==> config.mk <==
export PLATFORM = sky130hd
export DESIGN_NAME = series_scan_ctrl
export DESIGN_NICKNAME = d
export VERILOG_FILES = /design/src/rtl/series_scan_ctrl_pkg.sv /design/src/rtl/series_scan_ctrl.sv
export SDC_FILE = /design/constraint.sdc
export NUM_CORES = 1
export LEC_CHECK = 0
export BUFFER_PORTS_ARGS = -buffer_cell sky130_fd_sc_hd__buf_2
export CAP_MARGIN = 20
export CORE_ASPECT_RATIO = 1.4
export CORE_MARGIN = 10
export CORE_UTILIZATION = 38
export CTS_CLUSTER_DIAMETER = 60
export DETAILED_ROUTE_END_ITERATION = 10
export PLACE_DENSITY = 0.67
export SLEW_MARGIN = 20
export SYNTH_ARGS = -nofsm -noshare
export SYNTH_HDL_FRONTEND = slang
export SYNTH_SLANG_ARGS = --single-unit
==> constraint.sdc <==
create_clock -name clk -period 1.9 [get_ports clk]
set_input_delay 0.095 -clock clk [delete_from_list [all_inputs] [get_ports clk]]
set_output_delay 0.095 -clock clk [all_outputs]
set_load 0.03 [all_outputs]
==> src/rtl/series_scan_ctrl_pkg.sv <==
// Shared encodings for the serial scan controller: one-hot FSM states and
// the detector latency selectors.
package series_scan_ctrl_pkg;

  typedef enum logic [4:0] {
    ST_IDLE   = 5'b00001,
    ST_CLR    = 5'b00010,
    ST_SHIFT  = 5'b00100,
    ST_DRAIN  = 5'b01000,
    ST_REPORT = 5'b10000
  } state_e;

  localparam int DET_LAT_MEALY = 0;
  localparam int DET_LAT_MOORE = 1;

endpackage

==> src/rtl/series_scan_ctrl.sv <==
// Feeds a parallel word MSB-first into a serial pattern detector, clearing the
// detector first, and reports how many matches landed inside that word.
module series_scan_ctrl
  import series_scan_ctrl_pkg::*;
#(
  parameter int W       = 8,
  parameter int DET_LAT = DET_LAT_MEALY,
  localparam int CW     = $clog2(W + 1),
  localparam int PW     = $clog2(W)
) (
  input  logic          clk,
  input  logic          rst_n,
  input  logic [W-1:0]  word_in,
  input  logic          word_valid,
  output logic          word_ready,
  output logic          det_rst_n,
  output logic          series,
  input  logic          detect,
  output logic [CW-1:0] match_cnt,
  output logic [PW-1:0] first_pos,
  output logic          no_match,
  output logic          res_valid,
  input  logic          res_ready,
  output logic          busy
);

  state_e        state_q, state_d;
  logic [W-1:0]  shreg_q;
  logic [PW-1:0] idx_q;
  logic          det_rst_q;
  logic          in_win;
  logic [PW-1:0] bit_k;

  always_ff @(posedge clk or negedge rst_n) begin
    if (!rst_n) state_q <= ST_IDLE;
    else        state_q <= state_d;
  end

  // DRAIN lasts a single cycle: the detector latency is either 0 or 1.
  always_comb begin
    state_d = state_q;
    unique case (state_q)
      ST_IDLE:   if (word_valid) state_d = ST_CLR;
      ST_CLR:    state_d = ST_SHIFT;
      ST_SHIFT:  if (idx_q == PW'(W - 1))
                   state_d = (DET_LAT == DET_LAT_MEALY) ? ST_REPORT : ST_DRAIN;
      ST_DRAIN:  state_d = ST_REPORT;
      ST_REPORT: if (res_ready) state_d = ST_IDLE;
      default:   state_d = ST_IDLE;
    endcase
  end

  always_comb begin
    word_ready = (state_q == ST_IDLE);
    busy       = (state_q != ST_IDLE);
    res_valid  = (state_q == ST_REPORT);
    series     = (state_q == ST_SHIFT) & shreg_q[W-1];
    no_match   = (match_cnt == '0);
    det_rst_n  = det_rst_q;
  end

  // A pulse seen now completes the pattern at bit idx-DET_LAT; in DRAIN that is the last bit.
  always_comb begin
    in_win = 1'b0;
    bit_k  = '0;
    if (state_q == ST_SHIFT && int'(idx_q) >= DET_LAT) begin
      in_win = 1'b1;
      bit_k  = idx_q - PW'(DET_LAT);
    end else if (state_q == ST_DRAIN) begin
      in_win = 1'b1;
      bit_k  = PW'(W - 1);
    end
  end

  always_ff @(posedge clk or negedge rst_n) begin
    if (!rst_n) begin
      idx_q     <= '0;
      match_cnt <= '0;
      first_pos <= '0;
      det_rst_q <= 1'b0;
    end else begin
      det_rst_q <= (state_d != ST_CLR);
      case (state_q)
        ST_IDLE: if (word_valid) begin
          match_cnt <= '0;
          first_pos <= '0;
        end
        ST_CLR:   idx_q <= '0;
        ST_SHIFT: idx_q <= idx_q + 1'b1;
        default:  ;
      endcase
      if (in_win && detect) begin
        if (match_cnt != CW'(W)) match_cnt <= match_cnt + 1'b1;
        if (match_cnt == '0)     first_pos <= bit_k;
      end
    end
  end

  // Word storage is pure data and needs no reset.
  always_ff @(posedge clk) begin
    if (state_q == ST_IDLE && word_valid) shreg_q <= word_in;
    else if (state_q == ST_SHIFT)         shreg_q <= {shreg_q[W-2:0], 1'b0};
  end

endmodule

* Yosys cells after proc, flatten, opt, wreduce, memory -nomap -nowiden
Cells that the tools add are included.
** Word-level totals
- Register bits after elaboration :: 24
- Input port bits :: 13
- Output and inout port bits :: 13
- Word-level logic and storage cells :: 42
** Cells by class
- Add/subtract/negate cells :: 2
- Eq/ne operators :: 9
- Multiplexer cells :: 19
- Bitwise operators :: 1
- Reductions and logical operators :: 5
** Operator list (count)
- $pmux W5 S5 :: 1
- $mux W3 :: 6
- $mux W4 :: 4
- $mux W8 :: 2
- $mux W5 :: 3
- $pmux W3 S2 :: 1
- $eq A5 B1 Y1 const B :: 1
- $eq A5 B2 Y1 const B :: 1
- $eq A5 B3 Y1 const B :: 1
- $eq A5 B4 Y1 const B :: 1
- $eq A5 B5 Y1 const B :: 1
- $ne A5 B1 Y1 const B :: 1
- $ne A5 B2 Y1 const B :: 1
- $add A4 B1 Y4 const B :: 1
- $logic_not A4 Y1 :: 1
- $ne A4 B4 Y1 const B :: 1
- $reduce_bool A2 Y1 :: 2
- $add A3 B1 Y3 const B :: 1
- $eq A3 B3 Y1 const B :: 1
- $logic_and A1 B1 Y1 :: 2
- $mux W1 :: 2
- $and A1 B1 Y1 :: 1

* Longest topological paths before layout
Gate-level depths: netlist of the first run.
- Depth in word-level cells :: 5
- Depth in mapped cells :: 6
- Gate-level depth less buffers :: 5

* Worst setup path after synthesis of the first run
OpenSTA, ideal clock, no wires.
- Path kind :: reg2out
- Start point :: register state_q[3]
- End point :: output busy
- Arrival time :: 2.105 ns
- Required time :: 1.805 ns
- Path slack :: -0.300 ns
- Stages on the path, launching flop included :: 6
- Path buffers :: 2
- Cells stage by stage :: dfrtp_1 buf_6 or3_1 buf_6 nor3b_1 inv_1
** On the way
- Cells in the longest elaborated chain, start to end :: 1
** Ends and longest elaborated chain
- start: declaration :: RTL line series_scan_ctrl.sv:27 : state_e state_q, state_d;
- start signal: assignment :: RTL line series_scan_ctrl.sv:36 : else state_q <= state_d;
- $ne A5 B1 Y1 :: RTL line series_scan_ctrl.sv:55 : busy = (state_q != ST_IDLE);
- end: declaration :: RTL line series_scan_ctrl.sv:24 : output logic busy
Every way passes these cells.

* Final worst setup path of the first run
- Start point :: register state_q[1]
- End point :: output word_ready
** On the way
- Cells in the longest elaborated chain, start to end :: 1
** Ends and longest elaborated chain
- $eq A5 B1 Y1 :: RTL line series_scan_ctrl.sv:54 : word_ready = (state_q == ST_IDLE);
- end: declaration :: RTL line series_scan_ctrl.sv:15 : output logic word_ready,
Every way passes these cells.

==> impl_metrics.json, run 1 <==
{
  "htree_num_levels": 1,
  "ant_nets": 0,
  "cap_viol_max_count": 0,
  "drive_gt1_share_pct": 34.7,
  "syn_to_final_growth_pct": 20.8,
  "startpoint_type": "flip-flop",
  "ys_types": 39,
  "finClkSkew_ns": 0.00294,
  "synth.net_count": 131,
  "ys_top_cells_by_count": "15 x dfrtp_1, 8 x edfxtp_1, 7 x inv_1, 7 x mux2_2, 7 x o21ai_0",
  "setup_viol": 0,
  "post-dp-hpwl_um": 2190,
  "cp_cell_sequence": "or3_1 > buf_4 > nor3b_2 > buf_2",
  "initialDrtViolationCount": 52,
  "worstPathArrival_ns": 1.69,
  "critPathKind": "reg -> out",
  "portBuffers": 25,
  "syn_avg_cell_area_um2": 11.4,
  "wl_met2_um": 1570,
  "cts_buffers": 3,
  "grt_pass1_wl_um": 4690,
  "finalPower_uw": 1740,
  "maxUsedRoutingLayer": "met4",
  "synth-async-reset-ratio_pct": 66.7,
  "ys_seq_area_share_pct": 49.3,
  "synth_edf_count": 8,
  "cellPowerDensity_mw_per_mm2": 1110,
  "ir_drop_uv": 576,
  "hold_viol_final": 0,
  "ys_ff_latch": 24,
  "clk_pin_slew_ns": 0.08,
  "die-height_um": 89.2,
  "cpPeakStageDelay_ns": 0.43,
  "dr.pass1.iters": 4,
  "fp.coreArea_mm2": 0.00335,
  "dr_wl_met3_um": 120,
  "period_share_pct": 93.7,
  "hold_path_class": "in -> reg",
  "p_leak_uw": 0.000705,
  "clkLatencyLatePin_ns": 0.27,
  "post-synth-top-area-cell": "dfrtp_1",
  "gp_congestion": 0.734,
  "num_vias": 981,
  "via_per_inst": 5.25,
  "wl_met1_um": 1090,
  "netlist_area_mm2": 0.00130,
  "placementRows": 25,
  "routedWlPerCell_um": 15.1,
  "start_util_pct": 38.9,
  "crit_fanout": 8,
  "fin_tns_setup_ns": 0,
  "grt_remaining_overflow": 0,
  "critPathCaptureType": "output port",
  "numClockSinks": 24,
  "synth_top_area_share_pct": 28.8,
  "io_pins": 26,
  "fin_nets": 165,
  "cts_tree": "built",
  "maxSlewViolCount": 0,
  "fp.dieArea_mm2": 0.00620,
  "finalCriticalPeriod_ns": 1.78,
  "grt_antenna_before_repair": 0,
  "run_status": "finished clean",
  "diodes": 0,
  "cts_resized": 0,
  "ys.flop_type": "dfrtp_1",
  "netlist_instances": 114,
  "drt_wl_total_um": 2830,
  "critPathSlowestCell": "or3_1",
  "clock_path_buffers": 2,
  "grt_max_degree": 17,
  "track_usage_pct": 9.21,
  "rsz0062_at_grt": "no",
  "root_buffer": "clkbuf_8",
  "fp.dieW_um": 69.5,
  "fmax_mhz": 562,
  "drc": 0,
  "required_ns": 1.80,
  "grt_pass1_vias": 1035,
  "fillers": 319,
  "synth.most_common_cell": "dfrtp_1",
  "synth_warnings": 0,
  "synth_area_leaders": "dfrtp_1 29%, edfxtp_1 18%, mux2_2 6.1%"
}
[where the power goes]
group	switching (uW)	internal, uW	leakage (uW)	total [uW]
clock network	159	150	0.0000228	309
registers	62.5	646	0.000268	708
logic	449	278	0.000414	727
[repair_timing]
item | 4_1_cts | 5_1_grt
hold buffers | 1 | 0
endpoints found under the hold margin | 15 | 0
setup buffers | 0 | 0
[through the flow]
step	utilization [%]	worst slack [ns]	hold slack (ns)	area (um2)	instances
2_1_floorplan	-	0.0780	-0.201	1310	114
3_3_place_gp	45.3	0.173	0.0418	1520	182
3_5_place_dp	45.3	0.114	0.0479	1520	182
4_1_cts	47.0	0.101	0.0993	1570	187
5_1_grt	47.0	0.00925	0.117	1570	187
6_report	47.0	0.119	0.0990	1570	187
[critical path: cells and delay by family, from the launching register on]
family,cells,cell delay [ns]
buffers and inverters,2,0.41
AND/OR/NAND/NOR,2,0.62
flip-flops,1,0.38
[metal layers]
| metal | track usage, % | vias to the layer above |
|---|---|---|
| li1 | - | 487 |
| met2 | 18.1 | 16 |
| met4 | 4.40 | 0 |
| met1 | 8.80 | 473 |
| met5 | 0 | - |
| met3 | 2.22 | 5 |
[cell usage in the layout, fill, tap and decap left out, drive strengths merged, types with 2 or more instances in the layout]
cell type / n
nand3: 3
nand2: 3
nor3: 2
nor2: 3
and3b: 2
dfrtp: 15
a31oi: 4
nor2b: 5
mux2: 7
nand4b: 2
nor3b: 4
o311ai: 2
edfxtp: 8
clkbuf: 4
nand4: 2
inv: 7
mux2i: 6
and2: 2
buf: 35
o21ai: 7
ha: 4
o2bb2ai: 3
nand3b: 2
[sequential cells by signal, summed over array words and instances (netlist names)]
name       count
det_rst_n      1
first_pos      3
idx_q          3
match_cnt      4
shreg_q        8
state_q        5
[path summary, 6_finish.rpt]
path / slack, ns / from / to / cells past startpoint
max in group asynchronous: 1.31 / rst_n / state_q[0] / 2
worst max register to register: 0.13 / state_q[1] / shreg_q[6] / 3
worst min register to register: 0.55 / match_cnt[0] / match_cnt[0] / 1
worst min-delay path: 0.1 / word_in[0] / shreg_q[0] / 2
worst max-delay path: 0.12 / state_q[1] / word_ready / 4
min in group asynchronous: 0.27 / rst_n / state_q[2] / 2
[layout make-up]
cell class                 count  area, um2  area share [%]
multi-input combinational     76        598            38.1
sequential                    24        642            40.8
inverter                       7       26.3            1.67
tap                           40       50.0            3.18
timing repair buffer          36        210            13.4
clock buffer                   4       45.0            2.87
[kinds of logic (layout without fill, tap and decap cells)]
kind of cell / after synthesis / after routing / share of synthesized area (%)
simple gates: 36 / 36 / 18.9
buf+inv: 14 / 47 / 5.48
other cells: 1 / 1 / 0.288
xor+xnor: 1 / 1 / 0.673
flops: 24 / 24 / 49.3
compound gates: 21 / 21 / 10.8
fa+ha+maj: 4 / 4 / 3.85
mux: 13 / 13 / 10.7
Power figures use the tool's default switching activity.
==> run 2: changes to the inputs <==
==> constraint.sdc (replaced) <==
create_clock -name clk -period 1.9 [get_ports clk]
set_input_delay 0.285 -clock clk [delete_from_list [all_inputs] [get_ports clk]]
set_output_delay 0.285 -clock clk [all_outputs]
set_load 0.03 [all_outputs]
==> run 2 against run 1 <==
Critical path depth stayed put. Maximum frequency shrank 1.0%. Routed wire length shrank 3.3%. Sequential power is essentially flat. Count of clock-buffer cells in the layout is 1 lower. Hold slack improved by 0.21 ns. Sequential share of layout area decreased by 1.1 points. Register-to-register slack is essentially flat. Clock skew barely moved. Non-clock buffer count did not move. Critical endpoint is now busy. Largest cell class unchanged.
==> impl_metrics.json, run 2 (same netlist as run 1, synthesis figures left out) <==
{
  "track_usage_pct": 8.92,
  "drc": 0,
  "cellPowerDensity_mw_per_mm2": 1160,
  "required_ns": 1.62,
  "cap_viol_max_count": 0,
  "fmax_mhz": 556,
  "cpPeakStageDelay_ns": 0.45,
  "crit_end": "busy",
  "via_per_inst": 5.22,
  "power_frac_seq_pct": 37.9,
  "period_share_pct": 94.7,
  "worstSetupStartpoint": "state_q[2]",
  "routedWlPerCell_um": 14.6,
  "grt_max_degree": 17,
  "io_pins": 26,
  "min_from": "word_in[0]",
  "numClockSinks": 24,
  "swShare_pct": 35.3,
  "critPathKind": "reg -> out",
  "p_leak_uw": 0.000722,
  "finalPower_uw": 1870,
  "critPathCaptureType": "output port",
  "cts_tree": "built",
  "finalCriticalPeriod_ns": 1.80,
  "gp_congestion": 0.766,
  "design_area_mm2": 0.00162,
  "cp_cell_sequence": "or3_4 > nor3b_2 > inv_1 > buf_4",
  "fin_nets": 165,
  "setup_viol": 0,
  "startpoint_type": "flip-flop",
  "r2r_start": "state_q[2]",
  "critPathSlowestCell": "or3_4",
  "top_register": "shreg_q",
  "grt_remaining_overflow": 0,
  "root_buffer": "clkbuf_8",
  "p_comb_share_pct": 38.6,
  "crit_family": "simple AND/OR/NAND/NOR gates",
  "drive_gt1_share_pct": 36.7,
  "syn_to_final_growth_pct": 24.1,
  "path_buf_inv": 2,
  "start_util_pct": 38.9,
  "hold_path_class": "in -> reg",
  "reg2reg_to": "shreg_q[7]",
  "netSwitchingPower_uw": 661,
  "clkPwrFrac_pct": 23.5,
  "num_vias": 976,
  "portBuffers": 25,
  "grt_antenna_before_repair": 0,
  "worstRegToRegCells": 3,
  "cp.depth": 4,
  "clk_pin_slew_ns": 0.08,
  "dr.pass1.iters": 4,
  "die-height_um": 89.2,
  "maxSlewViolCount": 0,
  "crit_fanout": 9,
  "fp.dieW_um": 69.5,
  "post-dp-hpwl_um": 2200,
  "grt_pass1_wl_um": 4600,
  "reg_top3": "shreg_q (8), state_q (5), match_cnt (4)",
  "ant_nets": 0,
  "htree_num_levels": 1,
  "layout_common_cells": "22 x buf_2, 15 x dfrtp_1, 13 x buf_4",
  "grt_pass1_vias": 1017,
  "worstPathArrival_ns": 1.51,
  "reg2reg_slack_ns": 0.14,
  "cts_buffers": 3,
  "intPower_uw": 1210,
  "run_status": "finished clean",
  "placementRows": 25,
  "postPlaceCellArea_mm2": 0.00152,
  "clkLatencyLatePin_ns": 0.26,
  "diodes": 0,
  "layout_commonest_cell": "buf_2",
  "fp.coreArea_mm2": 0.00335,
  "hold_viol_final": 0,
  "finClkSkew_ns": 0.00267,
  "fp.dieArea_mm2": 0.00620,
  "clock_path_buffers": 2,
  "largest_reg_flops": 8,
  "initialDrtViolationCount": 28,
  "ir_drop_uv": 603,
  "drt_wl_total_um": 2740
}
==> run 2: cell type report <==
type	count	area, um2
fillers	317	1730
flip-flops and latches	24	642
multi-input cells	76	608
repair buffers	36	218
well taps	40	50.0
clock buffers	3	41.3
clock inverters	1	30.0
inverters	7	26.3
==> run 2: what timing repair did <==
| action | CTS | global route |
|---|---|---|
| setup endpoints to repair | 3 | 2 |
| resized for setup | 4 | 1 |
| buffers inserted | 0 | 1 |
| hold buffers | 1 | 0 |
| hold endpoints to repair | 15 | 0 |
| pin swaps | 1 | 1 |
==> run 2: layer usage <==
metal  part of all wire [%]  track usage, %  vias up  wire length [um]
met2                     55            17.1       11              1500
met3                    4.5            2.33        2               122
li1                       -               -      486                 -
met4                   0.69            3.30        0                19
met1                     40            9.07      477              1100
met5                      0               0        -                 0
==> run 2: worst min path at each step <==
stage	end	slack [ns]	depth (start not counted)
after floorplan	det_rst_n	-0.01	0
after global placement	state_q[3]	0.22	1
after detailed placement	state_q[3]	0.23	1
after CTS	shreg_q[0]	0.30	2
after global routing	shreg_q[0]	0.29	2
final	shreg_q[0]	0.30	2
==> run 2: metrics by stage <==
step | worst slack, ns | utilization, % | hold slack, ns | TNS (ns) | instances
after global placement | 0.210 | 45.3 | 0.222 | 0 | 182
after floorplan | -0.0957 | - | -0.0106 | -0.153 | 114
after global routing | -0.000792 | 48.3 | 0.292 | -0.000792 | 187
final | 0.101 | 48.3 | 0.305 | 0 | 187
after CTS | 0.0649 | 47.9 | 0.301 | 0 | 186
after detailed placement | 0.163 | 45.3 | 0.228 | 0 | 182
==> run 2: power groups by stage <==
| stage | combinational, uW | sequential [uW] | clock (uW) |
|---|---|---|---|
| 6_report | 723 | 709 | 440 |
| 5_1_grt | 795 | 723 | 477 |
| 4_1_cts | 728 | 710 | 456 |
| 3_5_place_dp | 716 | 720 | 0 |
| 3_3_place_gp | 695 | 719 | 0 |
| 2_1_floorplan | 419 | 793 | 0 |
==> run 3: changes to the inputs <==
--- a/config.mk
+++ b/config.mk
@@ -12,6 +12,7 @@
 export CORE_UTILIZATION = 38
 export CTS_CLUSTER_DIAMETER = 60
 export DETAILED_ROUTE_END_ITERATION = 10
+export GPL_TIMING_DRIVEN = 0
 export PLACE_DENSITY = 0.67
 export SLEW_MARGIN = 20
 export SYNTH_ARGS = -nofsm -noshare
==> run 3 against run 2 <==
The run now ends with negative setup slack left. Power rose by 2.1%. Worst setup slack got worse by 0.10 ns. Clock skew rose by 0.0040 ns. Sequential power rose by 5.9%. Critical endpoint unchanged.
==> impl_metrics.json, run 3 (same netlist as run 1, synthesis figures left out) <==
{
  "run_status": "finished with violations",
  "violations": "negative setup slack",
  "gp_congestion": 0.811,
  "cpPeakStageDelay_ns": 0.47,
  "finClkSkew_ns": 0.00662,
  "io_pins": 26,
  "clkLatencyLatePin_ns": 0.27,
  "min_from": "word_in[0]",
  "clock_path_buffers": 2,
  "grt_remaining_overflow": 0,
  "clk_pin_slew_ns": 0.08,
  "worst_slew_pin_slew_ns": 0.546,
  "grt_pass1_wl_um": 4690,
  "cts_tree": "built",
  "portBuffers": 25,
  "reg_top3": "shreg_q (8), state_q (5), match_cnt (4)",
  "slew_headroom_pct": 63.5,
  "syn_to_final_growth_pct": 25.4,
  "finalCriticalPeriod_ns": 1.90,
  "postPlaceCellArea_mm2": 0.00149,
  "p_leak_uw": 0.000717,
  "drt_wl_total_um": 2890,
  "rsz0062_at_grt": "yes",
  "fin_ws_ns": -0.00175,
  "cts_buffers": 3,
  "worstSetupStartpoint": "state_q[1]",
  "diodes": 0,
  "critPathCaptureType": "output port",
  "placementRows": 25,
  "num_vias": 1003,
  "critPathKind": "reg -> out",
  "cellPowerDensity_mw_per_mm2": 1170,
  "track_usage_pct": 9.24,
  "period_share_pct": 100,
  "fp.dieArea_mm2": 0.00620,
  "via_per_inst": 5.39,
  "root_buffer": "clkbuf_8",
  "drc": 0,
  "holdWs_ns": 0.291,
  "layout_common_cells": "22 x buf_2, 14 x dfrtp_1, 8 x buf_4, 8 x edfxtp_1",
  "ant_nets": 0,
  "setup_viol": 1,
  "numClockSinks": 24,
  "fmax_mhz": 526,
  "hold_path_class": "in -> reg",
  "startpoint_type": "flip-flop",
  "grt_pass1_vias": 1057,
  "fp.dieW_um": 69.5,
  "fp.coreArea_mm2": 0.00335,
  "fin_nets": 164,
  "grt_antenna_before_repair": 0,
  "design_area_mm2": 0.00163,
  "post-dp-hpwl_um": 2160,
  "initialDrtViolationCount": 18,
  "die-height_um": 89.2,
  "maxSlewViolCount": 0,
  "hold_viol_final": 0,
  "ir_drop_uv": 582,
  "r2r_start": "state_q[0]",
  "cp_cell_sequence": "or3_4 > nor3b_4 > inv_1 > buf_6",
  "required_ns": 1.62,
  "cap_viol_max_count": 0,
  "htree_num_levels": 1,
  "dr.pass1.iters": 4,
  "layout_commonest_cell": "buf_2",
  "drive_gt1_share_pct": 37.7,
  "worstPathArrival_ns": 1.62,
  "start_util_pct": 38.9,
  "routedWlPerCell_um": 15.5,
  "critPathSlowestCell": "or3_4",
  "grt_max_degree": 17,
  "largest_reg_flops": 8,
  "top_register": "shreg_q",
  "fin_util_pct": 48.7,
  "crit_fanout": 7
}
==> run 3: path summary, 6_finish.rpt <==
| check | to | slack (ns) | cells past startpoint |
|---|---|---|---|
| max | busy | -0.002 | 4 |
| min | shreg_q[0] | 0.29 | 2 |
| max reg2reg | shreg_q[5] | 0.10 | 4 |
| min reg2reg | shreg_q[4] | 0.56 | 1 |
| max in group asynchronous | state_q[0] | 1.14 | 2 |
| min in group asynchronous | idx_q[2] | 0.45 | 2 |
==> run 3: per-stage QoR <==
step	setup WS, ns	setup TNS [ns]	std cells	total power, uW
6_report	-0.00175	-0.00175	186	1910
5_1_grt	-0.0493	-0.0493	186	2030
4_1_cts	-0.0422	-0.0423	190	1930
3_5_place_dp	-0.134	-1.37	179	1410
3_3_place_gp	-0.112	-1.13	179	1380
2_1_floorplan	-0.0957	-0.153	114	1210
==> run 3: power by group <==
part | switching (uW) | internal [uW] | total [uW]
Combinational | 419 | 290 | 709
Sequential | 104 | 647 | 751
Clock | 169 | 282 | 451
Total | 692 | 1220 | 1910
==> run 3: critical path: cells and delay by family (launching register included) <==
kind,cells,cell delay (ns)
buf+inv,2,0.21
flops,1,0.43
simple gates,2,0.70
==> run 3: final cells by class <==
class	count	area, um2
tap	40	50.0
sequential	24	643
inverter	7	26.3
buffer	3	16.3
fill	296	1720
clock inverter	1	30.0
multi-input combinational	76	629
clock buffer	3	41.3
timing repair buffer	32	195
==> run 3: timing repair <==
item / 4_1_cts / 5_1_grt
gates resized for setup: 10 / 4
gates cloned: 0 / 0
endpoints found under the setup margin: 15 / 10
pin swaps: 3 / 3
hold endpoints to repair: 15 / 0
buffers inserted: 6 / 0
hold buffers: 1 / 0
==> run 3: per-layer routing <==
layer  part of all wire (%)  wire (um)  global-route usage [%]
met5                      0          0                       0
met2                     55       1590                    17.6
met4                    1.3         39                    5.32
met3                    4.4        128                    2.11
met1                     39       1130                    9.01
